<file path="src/rtl/sync_fifo_flags_pkg.sv">
// Shared constants and parameter helpers for the single-clock flagged FIFO.
package sync_fifo_flags_pkg;

  // Read-mode selector values for the FWFT parameter.
  localparam int FIFO_MODE_STD  = 0;
  localparam int FIFO_MODE_FWFT = 1;

  // Default almost-empty level: two words or fewer left.
  localparam int DEFAULT_AEMPTY_THRESH = 2;

  // Pointer width for a power-of-two depth.
  function automatic int addr_size(input int depth);
    return $clog2(depth);
  endfunction

  // Default almost-full level: two free slots or fewer.
  function automatic int default_afull_thresh(input int depth);
    return depth - 2;
  endfunction

endpackage

</file>
<file path="src/rtl/sync_fifo_mem.sv">
// DEPTH x WIDTH simple dual-port RAM: synchronous write, read port either
// registered (loaded only on rd_en) or combinational.
module sync_fifo_mem
  import sync_fifo_flags_pkg::*;
#(
  parameter int WIDTH   = 8,
  parameter int DEPTH   = 16,
  parameter int REG_OUT = 1,
  localparam int ADDR_SIZE = addr_size(DEPTH)
) (
  input  logic                 clk,
  input  logic                 rst_n,
  input  logic                 wr_en,
  input  logic [ADDR_SIZE-1:0] wr_addr,
  input  logic [WIDTH-1:0]     wr_data,
  input  logic                 rd_en,
  input  logic [ADDR_SIZE-1:0] rd_addr,
  output logic [WIDTH-1:0]     rd_data
);

  // Storage is deliberately left unreset so it maps onto block RAM.
  logic [WIDTH-1:0] mem [DEPTH];

  // Write port.
  always_ff @(posedge clk) begin
    if (wr_en) begin
      mem[wr_addr] <= wr_data;
    end
  end

  generate
    if (REG_OUT != 0) begin : g_reg_out
      // Registered read: output holds until the next accepted read.
      always_ff @(posedge clk or negedge rst_n) begin
        if (!rst_n) begin
          rd_data <= '0;
        end else if (rd_en) begin
          rd_data <= mem[rd_addr];
        end
      end
    end else begin : g_comb_out
      // Fall-through read: head word is always presented.
      assign rd_data = mem[rd_addr];
      // Read enable and reset have no role on a combinational port.
      logic unused_ctrl;
      assign unused_ctrl = rd_en ^ rst_n;
    end
  endgenerate

endmodule

</file>
<file path="src/rtl/sync_fifo_flags.sv">
// Single-clock FIFO with occupancy count, almost-full/almost-empty flags,
// sticky overflow/underflow errors and standard or fall-through read mode.
module sync_fifo_flags
  import sync_fifo_flags_pkg::*;
#(
  parameter int WIDTH         = 8,
  parameter int DEPTH         = 16,
  parameter int FWFT          = FIFO_MODE_STD,
  parameter int AFULL_THRESH  = default_afull_thresh(DEPTH),
  parameter int AEMPTY_THRESH = DEFAULT_AEMPTY_THRESH,
  localparam int ADDR_SIZE    = addr_size(DEPTH)
) (
  input  logic                 i_clk,
  input  logic                 i_rst_n,
  input  logic                 i_wr_inc,
  input  logic [WIDTH-1:0]     i_datain,
  input  logic                 i_rd_inc,
  output logic [WIDTH-1:0]     o_dataout,
  output logic                 o_full,
  output logic                 o_empty,
  output logic                 o_almost_full,
  output logic                 o_almost_empty,
  output logic [ADDR_SIZE:0]   o_count,
  output logic                 o_overflow,
  input  logic                 i_clr_err,
  output logic                 o_underflow
);

  localparam logic [ADDR_SIZE:0] DEPTH_CNT  = (ADDR_SIZE+1)'(DEPTH);
  localparam logic [ADDR_SIZE:0] AFULL_CNT  = (ADDR_SIZE+1)'(AFULL_THRESH);
  localparam logic [ADDR_SIZE:0] AEMPTY_CNT = (ADDR_SIZE+1)'(AEMPTY_THRESH);
  localparam int REG_OUT = (FWFT == FIFO_MODE_STD) ? 1 : 0;

  logic [ADDR_SIZE-1:0] wr_ptr_reg;
  logic [ADDR_SIZE-1:0] rd_ptr_reg;
  logic [ADDR_SIZE:0]   count_reg;
  logic [ADDR_SIZE:0]   count_next;
  logic                 overflow_reg;
  logic                 overflow_next;
  logic                 underflow_reg;
  logic                 underflow_next;
  logic                 full;
  logic                 empty;
  logic                 wr_accept;
  logic                 rd_accept;

  // Status comes only from the count register, never from the requests.
  assign full  = (count_reg == DEPTH_CNT);
  assign empty = (count_reg == '0);

  assign wr_accept = i_wr_inc && !full;
  assign rd_accept = i_rd_inc && !empty;

  // Next occupancy and sticky error state; a new error beats a clear.
  always_comb begin
    count_next     = count_reg;
    overflow_next  = overflow_reg;
    underflow_next = underflow_reg;
    if (wr_accept && !rd_accept) begin
      count_next = count_reg + 1'b1;
    end else if (rd_accept && !wr_accept) begin
      count_next = count_reg - 1'b1;
    end
    if (i_clr_err) begin
      overflow_next  = 1'b0;
      underflow_next = 1'b0;
    end
    if (i_wr_inc && full) begin
      overflow_next = 1'b1;
    end
    if (i_rd_inc && empty) begin
      underflow_next = 1'b1;
    end
  end

  // Pointer, count and error registers; pointers wrap at DEPTH naturally.
  always_ff @(posedge i_clk or negedge i_rst_n) begin
    if (!i_rst_n) begin
      wr_ptr_reg    <= '0;
      rd_ptr_reg    <= '0;
      count_reg     <= '0;
      overflow_reg  <= 1'b0;
      underflow_reg <= 1'b0;
    end else begin
      if (wr_accept) begin
        wr_ptr_reg <= wr_ptr_reg + 1'b1;
      end
      if (rd_accept) begin
        rd_ptr_reg <= rd_ptr_reg + 1'b1;
      end
      count_reg     <= count_next;
      overflow_reg  <= overflow_next;
      underflow_reg <= underflow_next;
    end
  end

  sync_fifo_mem #(
    .WIDTH   (WIDTH),
    .DEPTH   (DEPTH),
    .REG_OUT (REG_OUT)
  ) u_mem (
    .clk     (i_clk),
    .rst_n   (i_rst_n),
    .wr_en   (wr_accept),
    .wr_addr (wr_ptr_reg),
    .wr_data (i_datain),
    .rd_en   (rd_accept),
    .rd_addr (rd_ptr_reg),
    .rd_data (o_dataout)
  );

  assign o_full         = full;
  assign o_empty        = empty;
  assign o_almost_full  = (count_reg >= AFULL_CNT);
  assign o_almost_empty = (count_reg <= AEMPTY_CNT);
  assign o_count        = count_reg;
  assign o_overflow     = overflow_reg;
  assign o_underflow    = underflow_reg;

endmodule
</file>
<file path="config.mk">
export PLATFORM = sky130hd
export DESIGN_NAME = sync_fifo_flags
export DESIGN_NICKNAME = d
export VERILOG_FILES = /design/src/rtl/sync_fifo_flags_pkg.sv /design/src/rtl/sync_fifo_mem.sv /design/src/rtl/sync_fifo_flags.sv
export SDC_FILE = /design/constraint.sdc
export NUM_CORES = 1
export LEC_CHECK = 0
export ABC_AREA = 1
export CORE_MARGIN = 2
export CORE_UTILIZATION = 44
export CTS_BUF_LIST = sky130_fd_sc_hd__clkbuf_8
export DETAILED_ROUTE_END_ITERATION = 8
export DONT_BUFFER_PORTS = 1
export HOLD_SLACK_MARGIN = 0.06
export PLACE_DENSITY = 0.71
export SKIP_LAST_GASP = 1
export SLEW_MARGIN = 40
export SYNTH_ARGS = -nofsm -noshare
export SYNTH_HDL_FRONTEND = slang
export SYNTH_HIERARCHICAL = 1
export SYNTH_SLANG_ARGS = --single-unit
</file>
<file path="constraint.sdc">
create_clock -name i_clk -period 2.05 [get_ports i_clk]
set_input_delay 0.41 -clock i_clk [delete_from_list [all_inputs] [get_ports i_clk]]
set_output_delay 0.41 -clock i_clk [all_outputs]
set_load 0.02 [all_outputs]
</file>
## Word-level counts from Yosys, hierarchy flattened

Memory sizes are Yosys's and may differ from the RTL's. A register that Yosys moved wholly into a read port is not among the register bits.
Index checks and enable logic that the tools add are counted.

- $add $sub $neg: 4
- Magnitude comparators: 2
- Eq/ne operators: 1
- Multiplexer cells: 7
- Reduce and logical (&&, ||, !) cells: 15

Operators by type and width:

| kind | count |
|---|---|
| $mux W5 | 2 |
| $add A4 B1 Y4 const B | 2 |
| $logic_and A1 B1 Y1 | 6 |
| $reduce_bool A2 Y1 | 3 |
| $add A5 B1 Y5 const B | 1 |
| $eq A5 B5 Y1 const B | 1 |
| $ge A5 B4 Y1 const B | 1 |
| $le A5 B2 Y1 const B | 1 |
| $logic_not A1 Y1 | 5 |
| $logic_not A5 Y1 | 1 |
| $mux W1 | 5 |
| $sub A5 B1 Y5 const B | 1 |

- Register bits after elaboration: 15
- Bits in writable memories: 128
- Input port bits: 13
- Output and inout bits: 19
- Logic and storage cells: 35
- Memories kept: 1

Memory list:

| memory | words | width | rd ports | clocked after memory_dff | write ports | line | text |
|---|---|---|---|---|---|---|---|
| u_mem.mem | 16 | 8 | 1 | 1 | 1 | sync_fifo_mem.sv:22 | `logic [WIDTH-1:0] mem [DEPTH];` |

## Longest topological paths before layout

Gate-level depths: netlist of the first run.

- Word-level depth: 7
- Mapped depth: 13

## Modules after synthesis

The synthesis of the first run kept the hierarchy.

Modules (own cells, without submodules):

| module | instances | cells an instance | area each (um2) |
|---|---|---|---|
| sync_fifo_mem | 1 | 483 | 5635.4 |
| sync_fifo_flags | 1 | 115 | 948.4 |

## Worst setup path before layout of the first run

Ideal clock, no wire load.

- Kind: register to register
- Start point: register count_reg[1] (netlist: o_count[1])
- End point: register count_reg[4] (netlist: o_count[4])
- Arrival: 2.129 ns
- Required time: 1.933 ns
- Path slack: -0.197 ns
- Stages on the path, launching flop included: 13
- Clock period less this slack: 2.247 ns
- Cell sequence: dfrtp_1 -> nor2_4 -> nand4_4 -> nand2_4 -> inv_1 -> ha_1 -> inv_1 -> ha_1 -> or2_2 -> nand2_1 -> nand2_1 -> nand3_1 -> nand2_1

- Longest elaborated chain between the ends: 6

Ends and longest elaborated chain:

| element | line | text |
|---|---|---|
| start, declared | sync_fifo_flags.sv:36 | `logic [ADDR_SIZE:0] count_reg;` |
| start signal, assigned | sync_fifo_flags.sv:91 | `count_reg <= count_next;` |
| $eq A5 B5 Y1 * | sync_fifo_flags.sv:48 | `assign full = (count_reg == DEPTH_CNT);` |
| $logic_not A1 Y1 * | sync_fifo_flags.sv:51 | `assign wr_accept = i_wr_inc && !full;` |
| $logic_and A1 B1 Y1 * | sync_fifo_flags.sv:51 |  |
| via wr_accept | sync_fifo_flags.sv:44 | `logic wr_accept;` |
| $logic_not A1 Y1 | sync_fifo_flags.sv:61 | `end else if (rd_accept && !wr_accept) begin` |
| $logic_and A1 B1 Y1 | sync_fifo_flags.sv:61 |  |
| $reduce_bool A2 Y1 (no source line) | - |  |

The timed path passes the listed nets; every way through them passes the cells marked *. The select of a mux whose other input is x is not followed.
A chain may end at the register's enable or synchronous reset.

## Final worst setup path of the first run

- Start point: register count_reg[4] (netlist: o_count[4])
- End point: memory u_mem.mem[10][6] (enable)

- Longest elaborated chain between the ends: 5

Ends and longest elaborated chain:

| element | line | text |
|---|---|---|
| $eq A5 B5 Y1 | sync_fifo_flags.sv:48 |  |
| $logic_not A1 Y1 | sync_fifo_flags.sv:51 |  |
| $logic_and A1 B1 Y1 | sync_fifo_flags.sv:51 |  |
| via wr_accept | sync_fifo_flags.sv:44 |  |
| $mux W1 | sync_fifo_mem.sv:26 | `if (wr_en) begin` |
| $mux W1 (implied by the code) | sync_fifo_mem.sv:27 | `mem[wr_addr] <= wr_data;` |
| end, declared | sync_fifo_mem.sv:22 |  |

The timed path passes the listed nets, and every way through them passes these cells.

==> results.py, run 1 <==
metrics = {
    "run": {
        "max-cap-violations": 0,
    },
    "routing": {
        "first_iter_violations": 456,
        "vias": 4496,
        "drc_errors": 0,
        "wire_per_inst_um": 18.06,
        "viasPerCell": 5.443,
        "dr.pass1.iters": 6,
        "ant_nets": 0,
        "wirelength_um": 14920,
    },
    "finish": {
        "fin_area_um2": 7322,
        "largest-register": "u_mem/mem",
        "drive_gt1_share_pct": 10.44,
        "fin_nets": 650,
        "layout.cells.non_filler": 826,
        "antenna_cells": 0,
        "final_core_util_pct": 50.19,
        "syn2layout_area_growth_pct": 11.21,
        "largest_reg_flops": 128,
    },
    "yosys": {
        "synth_area_per_cell_um2": 11.01,
        "synth_cells": 598,
        "netlist.top_cell.by_area": "edfxtp_1",
        "yosysMostFrequentCell": "nand2_1",
        "ys.flop_type": "edfxtp_1",
        "synthTopCellsByArea": "edfxtp_1 (58%), nand2_1 (14%), dfrtp_1 (8.7%)",
        "synth_commonest_cells": "nand2_1 (237), edfxtp_1 (128), nand3_1 (112)",
        "synth_edf_count": 128,
        "yosysSeqAreaShare_pct": 67.12,
        "synth.cell_area_um2": 6584,
        "synth-seq-cells": 151,
        "async_flop_share_pct": 15.23,
        "synth_top_area_share_pct": 58.38,
        "synth_nets": 619,
        "ys_warn_count": 6,
        "ys_types": 25,
    },
    "global_route": {
        "grt_first_pass_wirelength_um": 22790,
        "overflow": 0,
        "antenna_found_initial": 0,
        "first_global_vias": 4288,
        "grt_use_total_pct": 18.90,
        "grt_max_degree": 70,
    },
    "clocking": {
        "cts_setup_buffers": 0,
        "cts_tree": "built",
        "path_clk_slew_ns": 0.08,
        "cts_buffer_depth": 2,
        "ctsRootBufferMaster": "clkbuf_8",
        "cts_max_level": 4,
        "clk_latency_ns": 0.43,
        "numCtsBuffers": 17,
        "clock-sinks": 151,
    },
    "pwr": {
        "leakagePower_nw": 2.886,
        "peakVddDrop_uv": 837.0,
        "p_per_area_nw_per_um2": 1382,
    },
    "floorplan": {
        "dieWidth_um": 126.3,
        "die_h_um": 126.3,
        "initial_utilization_pct": 45.13,
        "core_area_um2": 14590,
        "dieArea_um2": 15960,
        "ios": 32,
        "fp-row-count": 44,
    },
    "timing": {
        "rsz0062_at_grt": "yes",
        "setup_violations": 0,
        "clock_skew_ns": 0.01111,
        "fin_ws_ns": 0.09844,
        "final_hold_viol_count": 0,
        "finalCritPeriodShare_pct": 95.20,
        "finalCriticalPeriod_ns": 1.952,
        "worstMarginPinSlew_ns": 0.7815,
        "max-slew-margin-rel_pct": 47.71,
        "setup_tns_ns": 0,
        "drv_slew": 0,
        "max_clock_freq_mhz": 512.4,
    },
    "place": {
        "dpl.cell_count": 772,
        "hpwl_um": 9102,
        "dp_worst_setup_slack_ns": 0.06970,
        "place.gp.congestion": 0.8467,
        "place_area_um2": 6718,
        "portBuffers": 0,
    },
    "worst_setup_path": {
        "critPathLaunchType": "register",
        "end_kind": "register",
        "crit_fanout": 8,
        "crit_type": "reg -> reg",
        "arrival_ns": 2.01,
        "crit_required_ns": 2.11,
        "reg2reg_depth": 5,
    },
    "run_status": {
        "status": "complete, no violations",
    },
    "hold_path": {
        "hold-path-cell-count": 1,
        "hold_class": "in -> reg",
    },
}
[final cells by class]
type	instances	area [um2]
Fill cell	1211	7267
Sequential cell	151	4424
Multi-Input combinational cell	396	1837
Timing Repair Buffer	38	360.3
Clock buffer	17	234.0
Tap cell	184	230.2
Clock inverter	15	140.1
Inverter	25	96.34
[metal layers]
metal / part of all wire (%) / wire length [um] / track usage (%) / vias to the layer above
met4: 2.9 / 433 / 7.240 / 0
met3: 8.6 / 1279 / 4.175 / 32
met1: 41 / 6058 / 25.26 / 2159
li1: - / - / - / 2089
met2: 48 / 7149 / 30.49 / 216
met5: 0 / 0 / 0 / -
[logic make-up (layout without fill, tap and decap cells)]
| kind of cell | Yosys count | in the layout | synth area share [%] |
|---|---|---|---|
| buffers and inverters | 51 | 95 | 5.435 |
| AOI/OAI and AO/OA | 6 | 6 | 0.4941 |
| DFF | 151 | 151 | 67.12 |
| and+or+nand+nor | 378 | 378 | 24.78 |
| xor gates and xnor gates | 4 | 4 | 0.5322 |
| adders and majority gates | 8 | 8 | 1.634 |
[worst max-delay path, cell delays in order (launching register included)]
cell and delay (ns):
dfrtp_1 0.44, nand4_4 0.13, nand2_4 0.07, inv_2 0.13
nand3_1 0.16, nor2_1 0.64
[power by group]
group	switching (mW)	internal, mW
Clock	1.07	1.06
Combinational	2.64	1.20
Sequential	0.358	3.78
Total	4.07	6.05
[metrics by stage]
stage | total power, mW | hold WS [ns]
final | 10.12 | 0.1013
after global routing | 10.73 | 0.08407
after CTS | 10.05 | 0.06030
after detailed placement | 7.874 | 0.1148
after global placement | 7.764 | 0.1149
after floorplan | 7.083 | 0.1144
[placed cells by master, fill, tap and decap left out, drive strengths merged]
| master | netlist | routed |
|---|---|---|
| nand2 | 239 | 239 |
| edfxtp | 128 | 128 |
| nand3 | 112 | 112 |
| inv | 25 | 29 |
| dfrtp | 23 | 23 |
| dlygate4sd3 | 0 | 21 |
| nor2 | 20 | 20 |
| clkbuf | 8 | 17 |
| buf | 18 | 17 |
| ha | 7 | 7 |
| clkinvlp | 0 | 5 |
| o21ai | 4 | 4 |
| nand4 | 4 | 4 |
| clkinv | 0 | 4 |
| xor2 | 3 | 3 |
| nand3b | 2 | 2 |
| bufinv | 0 | 2 |
| a211oi | 1 | 1 |
| a21oi | 1 | 1 |
| or2 | 1 | 1 |
| xnor2 | 1 | 1 |
| fa | 1 | 1 |
[path summary, 6_finish.rpt]
path / start / to / slack [ns]
worst max-delay path: o_count[4] / u_mem/mem[10][6] / 0.1
worst min-delay path: i_clr_err / o_underflow / 0.10
worst max register to register: o_count[4] / u_mem/mem[10][6] / 0.1
worst min register to register: wr_ptr_reg[1] / wr_ptr_reg[1] / 0.62
max in group asynchronous: i_rst_n / rd_ptr_reg[0] / 1.15
min in group asynchronous: i_rst_n / o_count[3] / 0.51
[repair_timing]
item,CTS,global route
setup endpoints to repair,0,1
hold endpoints to repair,85,69
hold buffers,15,7
gates resized for setup,0,2
Power figures use the tool's default switching activity.
==> inputs of run 2 (changes only) <==
- SYNTH_HIERARCHICAL: 1 -> default
==> run 2 against run 1 <==
  * The run now ends with negative setup slack left
  * Sequential power about the same
  * Global-route usage up 0.14 points
  * Synthesized area up 2.1%
  * Critical path type unchanged
  * Largest cell class unchanged
  * Core utilization about the same
  * Design area up 3.4%
  * Clock power rose by 2%
  * Count of clock-buffer cells in the layout is the same
==> results.py, run 2 <==
metrics = {
    "routing": {
        "drc_errors": 0,
        "wire_per_inst_um": 16.50,
        "viasPerCell": 5.067,
        "vias": 4520,
        "dr.pass1.iters": 5,
        "wirelength_um": 14720,
        "first_iter_violations": 450,
        "ant_nets": 0,
    },
    "clocking": {
        "clock-sinks": 151,
        "cts_buffer_depth": 2,
        "path_clk_slew_ns": 0.08,
        "cts_max_level": 4,
        "clk_latency_ns": 0.44,
        "numCtsBuffers": 17,
        "cts_tree": "built",
        "ctsRootBufferMaster": "clkbuf_8",
    },
    "finish": {
        "syn2layout_area_growth_pct": 12.60,
        "final_common_cell": "nand2_1",
        "final_cell_mix": "nand2_1 (216), edfxtp_1 (128), inv_1 (112)",
        "drive_gt1_share_pct": 9.801,
        "final_core_util_pct": 50.16,
        "fillers": 1340,
        "fin_nets": 715,
        "multi_input_area_um2": 1778,
        "largest_reg_flops": 128,
        "regArea_um2": 4425,
        "antenna_cells": 0,
        "fin_area_um2": 7569,
        "layout.cells.non_filler": 892,
        "largest-register": "u_mem.mem",
    },
    "worst_setup_path": {
        "crit_fanout": 8,
        "crit_required_ns": 2.12,
        "crit_family": "simple AND/OR/NAND/NOR gates",
        "crit_chain": "inv_2 > nand4_1 > nand2_2 > clkinv_4 > buf_4 > nand2_1 > nor2_1",
        "cp_slowest_cell": "nor2_1",
        "arrival_ns": 2.13,
        "end_kind": "register",
        "cpPeakStageDelay_ns": 0.60,
        "critPathBufInv": 3,
        "critPathLaunchType": "register",
        "crit_type": "reg -> reg",
    },
    "place": {
        "place.gp.congestion": 0.8759,
        "portBuffers": 0,
        "dpl.cell_count": 846,
        "place_area_um2": 7012,
        "hpwl_um": 9731,
        "dp_worst_setup_slack_ns": -0.02998,
    },
    "yosys": {
        "synth_top_area_share_pct": 57.19,
        "synthAdderAreaFrac_pct": 2.159,
        "synthXorXnorAreaFrac_pct": 1.173,
        "synth_commonest_cells": "nand2_1 (217), edfxtp_1 (128), inv_1 (113)",
        "yosysSeqAreaShare_pct": 65.75,
        "synth.cell_area_um2": 6721,
        "synth-seq-cells": 151,
        "synth_area_per_cell_um2": 10.05,
        "synth_nets": 693,
        "ys_types": 20,
        "synth.area.mux_share_pct": 0,
        "ys.flop_type": "edfxtp_1",
        "ys_warn_count": 0,
        "synth_cells": 669,
        "synth_edf_count": 128,
        "synthTopCellsByArea": "edfxtp_1 (57%), nand2_1 (12%), dfrtp_1 (8.6%)",
        "yosysMostFrequentCell": "nand2_1",
        "synth_compound_area_share_pct": 1.229,
        "netlist.top_cell.by_area": "edfxtp_1",
        "synthSimpleGateAreaFrac_pct": 20.76,
        "synth_top_family_by_area": "simple AND/OR/NAND/NOR gates",
        "async_flop_share_pct": 15.23,
    },
    "pwr": {
        "leakagePower_nw": 3.302,
        "finalPower_mw": 10.19,
        "p_per_area_nw_per_um2": 1346,
        "peakVddDrop_uv": 740.8,
    },
    "run": {
        "max-cap-violations": 0,
    },
    "timing": {
        "drv_slew": 0,
        "rsz0062_at_grt": "yes",
        "worstMarginPinSlew_ns": 0.7800,
        "max_clock_freq_mhz": 487.0,
        "final_hold_viol_count": 0,
        "fin_ws_ns": -0.003206,
        "setup_violations": 7,
        "hold_ws_ns": 0.09947,
        "max-slew-margin-rel_pct": 47.83,
        "clock_skew_ns": 0.009581,
        "setup_tns_ns": -0.01835,
        "finalCriticalPeriod_ns": 2.053,
        "finalCritPeriodShare_pct": 100.2,
    },
    "floorplan": {
        "ios": 32,
        "die_h_um": 127.6,
        "dieWidth_um": 127.6,
        "core_area_um2": 15090,
        "dieArea_um2": 16280,
        "fp-row-count": 45,
        "initial_utilization_pct": 44.54,
    },
    "global_route": {
        "antenna_found_initial": 0,
        "grt_use_total_pct": 19.03,
        "grt_first_pass_wirelength_um": 23060,
        "first_global_vias": 4363,
        "overflow": 0,
        "grt_max_degree": 67,
    },
    "run_status": {
        "status": "complete, but fails checks",
        "violations": "negative setup slack",
    },
    "hold_path": {
        "hold_class": "in -> reg",
    },
}
## run 2: cell count changes in the layout (fill, tap and decap cells not counted), sizes merged, moves of 7 or more
| cell | change |
|---|---|
| inv | +87 |
| nand2 | -22 |
| dlygate4sd3 | -12 |
| nand3 | -12 |
| clkinv | +8 |
| o21ai | +7 |
## run 2: final timing paths
check	slack (ns)	start	to	cells past startpoint
worst max-delay path	-0.003	o_count[0]	u_mem.mem[8][0]	7
worst min-delay path	0.1	i_rd_inc	o_underflow	2
worst max register to register	-0.003	o_count[0]	u_mem.mem[8][0]	7
worst min register to register	0.59	wr_ptr_reg[2]	wr_ptr_reg[2]	1
max in group asynchronous	1.50	i_rst_n	rd_ptr_reg[0]	2
min in group asynchronous	0.39	i_rst_n	o_count[3]	2
## run 2: cells by family after synthesis
kind of cell,Yosys count
xor gates and xnor gates,9
AOI/OAI and AO/OA,16
DFF,151
buffers and inverters,145
and+or+nand+nor,337
adders and majority gates,11
## run 2: final cells by class
class | count | share of cell area [%]
inverters | 117 | 5.935
clock buffers | 17 | 3.091
repair buffers | 31 | 4.001
flip-flops and latches | 151 | 58.47
well taps | 188 | 3.108
clock inverters | 15 | 1.901
multi-input cells | 373 | 23.49
## run 2: per-layer routing
metal	track usage, %	up-vias	share of wire [%]
li1	-	2185	-
met1	24.28	2138	41
met2	31.65	176	50
met3	3.936	21	5.9
met4	8.274	0	2.4
met5	0	-	0
## run 2: what timing repair did
item | 4_1_cts | 5_1_grt
endpoints found under the hold margin | 153 | 0
gates cloned | 0 | 0
gates resized for setup | 3 | 9
pin swaps | 1 | 5
hold buffers | 11 | 0
setup endpoints to repair | 2 | 25
setup buffers | 1 | 2
## run 2: where the power goes
group / switching, mW / total [mW] / internal (mW)
registers: 0.365 / 4.17 / 3.81
logic: 2.59 / 3.85 / 1.26
clock network: 1.01 / 2.17 / 1.16
==> inputs of run 3 (changes only) <==
- CORE_UTILIZATION: 44 -> 47
- PLACE_DENSITY: 0.71 -> 0.74
- clock period: 2.05 -> 1.8 ns (I/O delays scaled with it)
==> run 3 against run 2 <==
  * The flow still finishes with violations (negative setup slack)
  * Via count grew 2.2%
  * Sequential share of layout area shrank 1.8 points
  * Global-route usage grew 1.6 points
  * Core utilization grew 5.8 points
  * Fmax is essentially flat
  * Setup slack lost 0.25 ns
==> results.py, run 3 (synthesis gave the netlist of run 2 again) <==
metrics = {
    "routing": {
        "met1Wirelength_um": 6063,
        "vias": 4618,
        "viasPerCell": 5.120,
        "ant_nets": 0,
        "wirelength_um": 14580,
        "wire_per_inst_um": 16.16,
        "first_iter_violations": 299,
        "dr.pass1.iters": 5,
        "wl_met2_um": 7392,
        "top_layer": "met4",
        "drc_errors": 0,
        "dr_wl_met3_um": 691,
    },
    "clocking": {
        "cts_max_level": 4,
        "path_clk_slew_ns": 0.08,
        "clock-sinks": 151,
        "ctsRootBufferMaster": "clkbuf_8",
        "numCtsBuffers": 17,
        "cts_buffer_depth": 2,
        "clk_latency_ns": 0.45,
        "cts_tree": "built",
    },
    "floorplan": {
        "dieArea_um2": 15270,
        "initial_utilization_pct": 48.24,
        "die_h_um": 123.6,
        "fp-row-count": 43,
        "ios": 32,
        "dieWidth_um": 123.6,
        "core_area_um2": 13930,
    },
    "worst_setup_path": {
        "crit_family": "simple AND/OR/NAND/NOR gates",
        "crit_required_ns": 2.14,
        "cp_slowest_cell": "dfrtp_2",
        "arrival_ns": 2.40,
        "crit_type": "reg -> reg",
        "end_kind": "register",
        "critPathLaunchType": "register",
        "crit_fanout": 5,
        "crit_chain": "nor2_4 > nand4_1 > nand2_2 > clkinv_4 > ha_4 > inv_4 > ha_4 > a21oi_2 > o21ai_2 > a21oi_2 > o21ai_1 > nand2_1 > nand2_1",
        "cpPeakStageDelay_ns": 0.43,
        "critPathBufInv": 2,
    },
    "finish": {
        "layout.cells.non_filler": 902,
        "fin_nets": 732,
        "drive_gt1_share_pct": 13.31,
        "syn2layout_area_growth_pct": 16.08,
        "largest-register": "u_mem.mem",
        "largest_reg_flops": 128,
        "final_core_util_pct": 55.99,
        "final_common_cell": "nand2_1",
        "final_cell_mix": "nand2_1 (213), edfxtp_1 (128), inv_1 (115)",
    },
    "hold_path": {
        "hold_class": "in -> reg",
    },
    "timing": {
        "worstMarginPinSlew_ns": 0.7800,
        "finalCriticalPeriod_ns": 2.052,
        "fin_ws_ns": -0.2518,
        "clock_skew_ns": 0.01032,
        "max-slew-margin-rel_pct": 47.83,
        "max_clock_freq_mhz": 487.4,
        "setup_violations": 35,
        "rsz0062_at_grt": "yes",
        "drv_slew": 0,
        "finalCritPeriodShare_pct": 114.0,
        "setup_tns_ns": -3.414,
        "final_hold_viol_count": 0,
    },
    "run": {
        "max-cap-violations": 0,
    },
    "pwr": {
        "leakagePower_nw": 3.409,
        "finalPower_mw": 11.99,
        "peakVddDrop_uv": 741.5,
        "p_per_area_nw_per_um2": 1537,
    },
    "global_route": {
        "grt_first_pass_wirelength_um": 22940,
        "first_global_vias": 4588,
        "grt_use_total_pct": 20.60,
        "antenna_found_initial": 1,
        "overflow": 0,
        "grt_max_degree": 49,
    },
    "place": {
        "portBuffers": 0,
        "place.gp.congestion": 0.9000,
        "hpwl_um": 9295,
        "dpl.cell_count": 854,
    },
    "run_status": {
        "status": "complete, but fails checks",
        "violations": "negative setup slack",
    },
}
[run 3: cell type report]
cell class                      instances  area [um2]
Inverter                              117       446.7
Clock inverter                         15       145.1
Antenna cell                            1       2.502
Fill cell                            1093        6132
Sequential cell                       151        4425
Clock buffer                           17       234.0
Tap cell                              180       225.2
Timing Repair Buffer                   48       437.9
Multi-Input combinational cell        373        1886
[run 3: worst paths after layout]
check                              start             to  slack [ns]  cells past startpoint
max reg2reg                   o_count[3]     o_count[4]       -0.25                     13
min                             i_rd_inc    o_underflow         0.1                      2
min reg2reg                wr_ptr_reg[2]  wr_ptr_reg[2]        0.55                      1
max                           o_count[3]     o_count[4]       -0.25                     13
max in group asynchronous        i_rst_n     o_count[1]        1.31                      2
min in group asynchronous        i_rst_n     o_count[3]        0.32                      2
[run 3: through the flow]
step / area (um2) / setup slack, ns / hold WS [ns]
final: 7802 / -0.2518 / 0.09820
after global routing: 7800 / -0.3795 / 0.07812
after CTS: 7701 / -0.2389 / 0.07063
after detailed placement: 7122 / -0.3086 / 0.06484
after global placement: 7122 / -0.2183 / 0.06499
after floorplan: 6778 / -0.2515 / 0.06441
[run 3: metal layers]
metal  track usage [%]  vias to the layer above
met4             10.30                        0
met5                 0                        -
met1             24.89                     2220
li1                  -                     2223
met3             5.723                       39
met2             34.00                      136
[run 3: worst register-to-register path, stage by stage, from the launching register on]
cell      delay (ns)
dfrtp_2         0.43
nor2_4          0.15
nand4_1         0.14
nand2_2         0.13
clkinv_4        0.07
ha_4            0.17
inv_4           0.08
ha_4            0.21
a21oi_2         0.15
o21ai_2         0.09
a21oi_2         0.14
o21ai_1         0.08
nand2_1         0.06
nand2_1         0.05
[run 3: where the power goes]
part | internal, mW | total, mW | switching, mW
logic | 1.63 | 4.76 | 3.14
clock network | 1.32 | 2.49 | 1.16
registers | 4.33 | 4.74 | 0.404
[run 3: what timing repair did]
item                       4_1_cts  5_1_grt
hold endpoints to repair       153        0
setup endpoints to repair      101       94
resized for setup               20       20
buffers inserted                 2        1
hold buffers                    12        0
pin swaps                        6        1
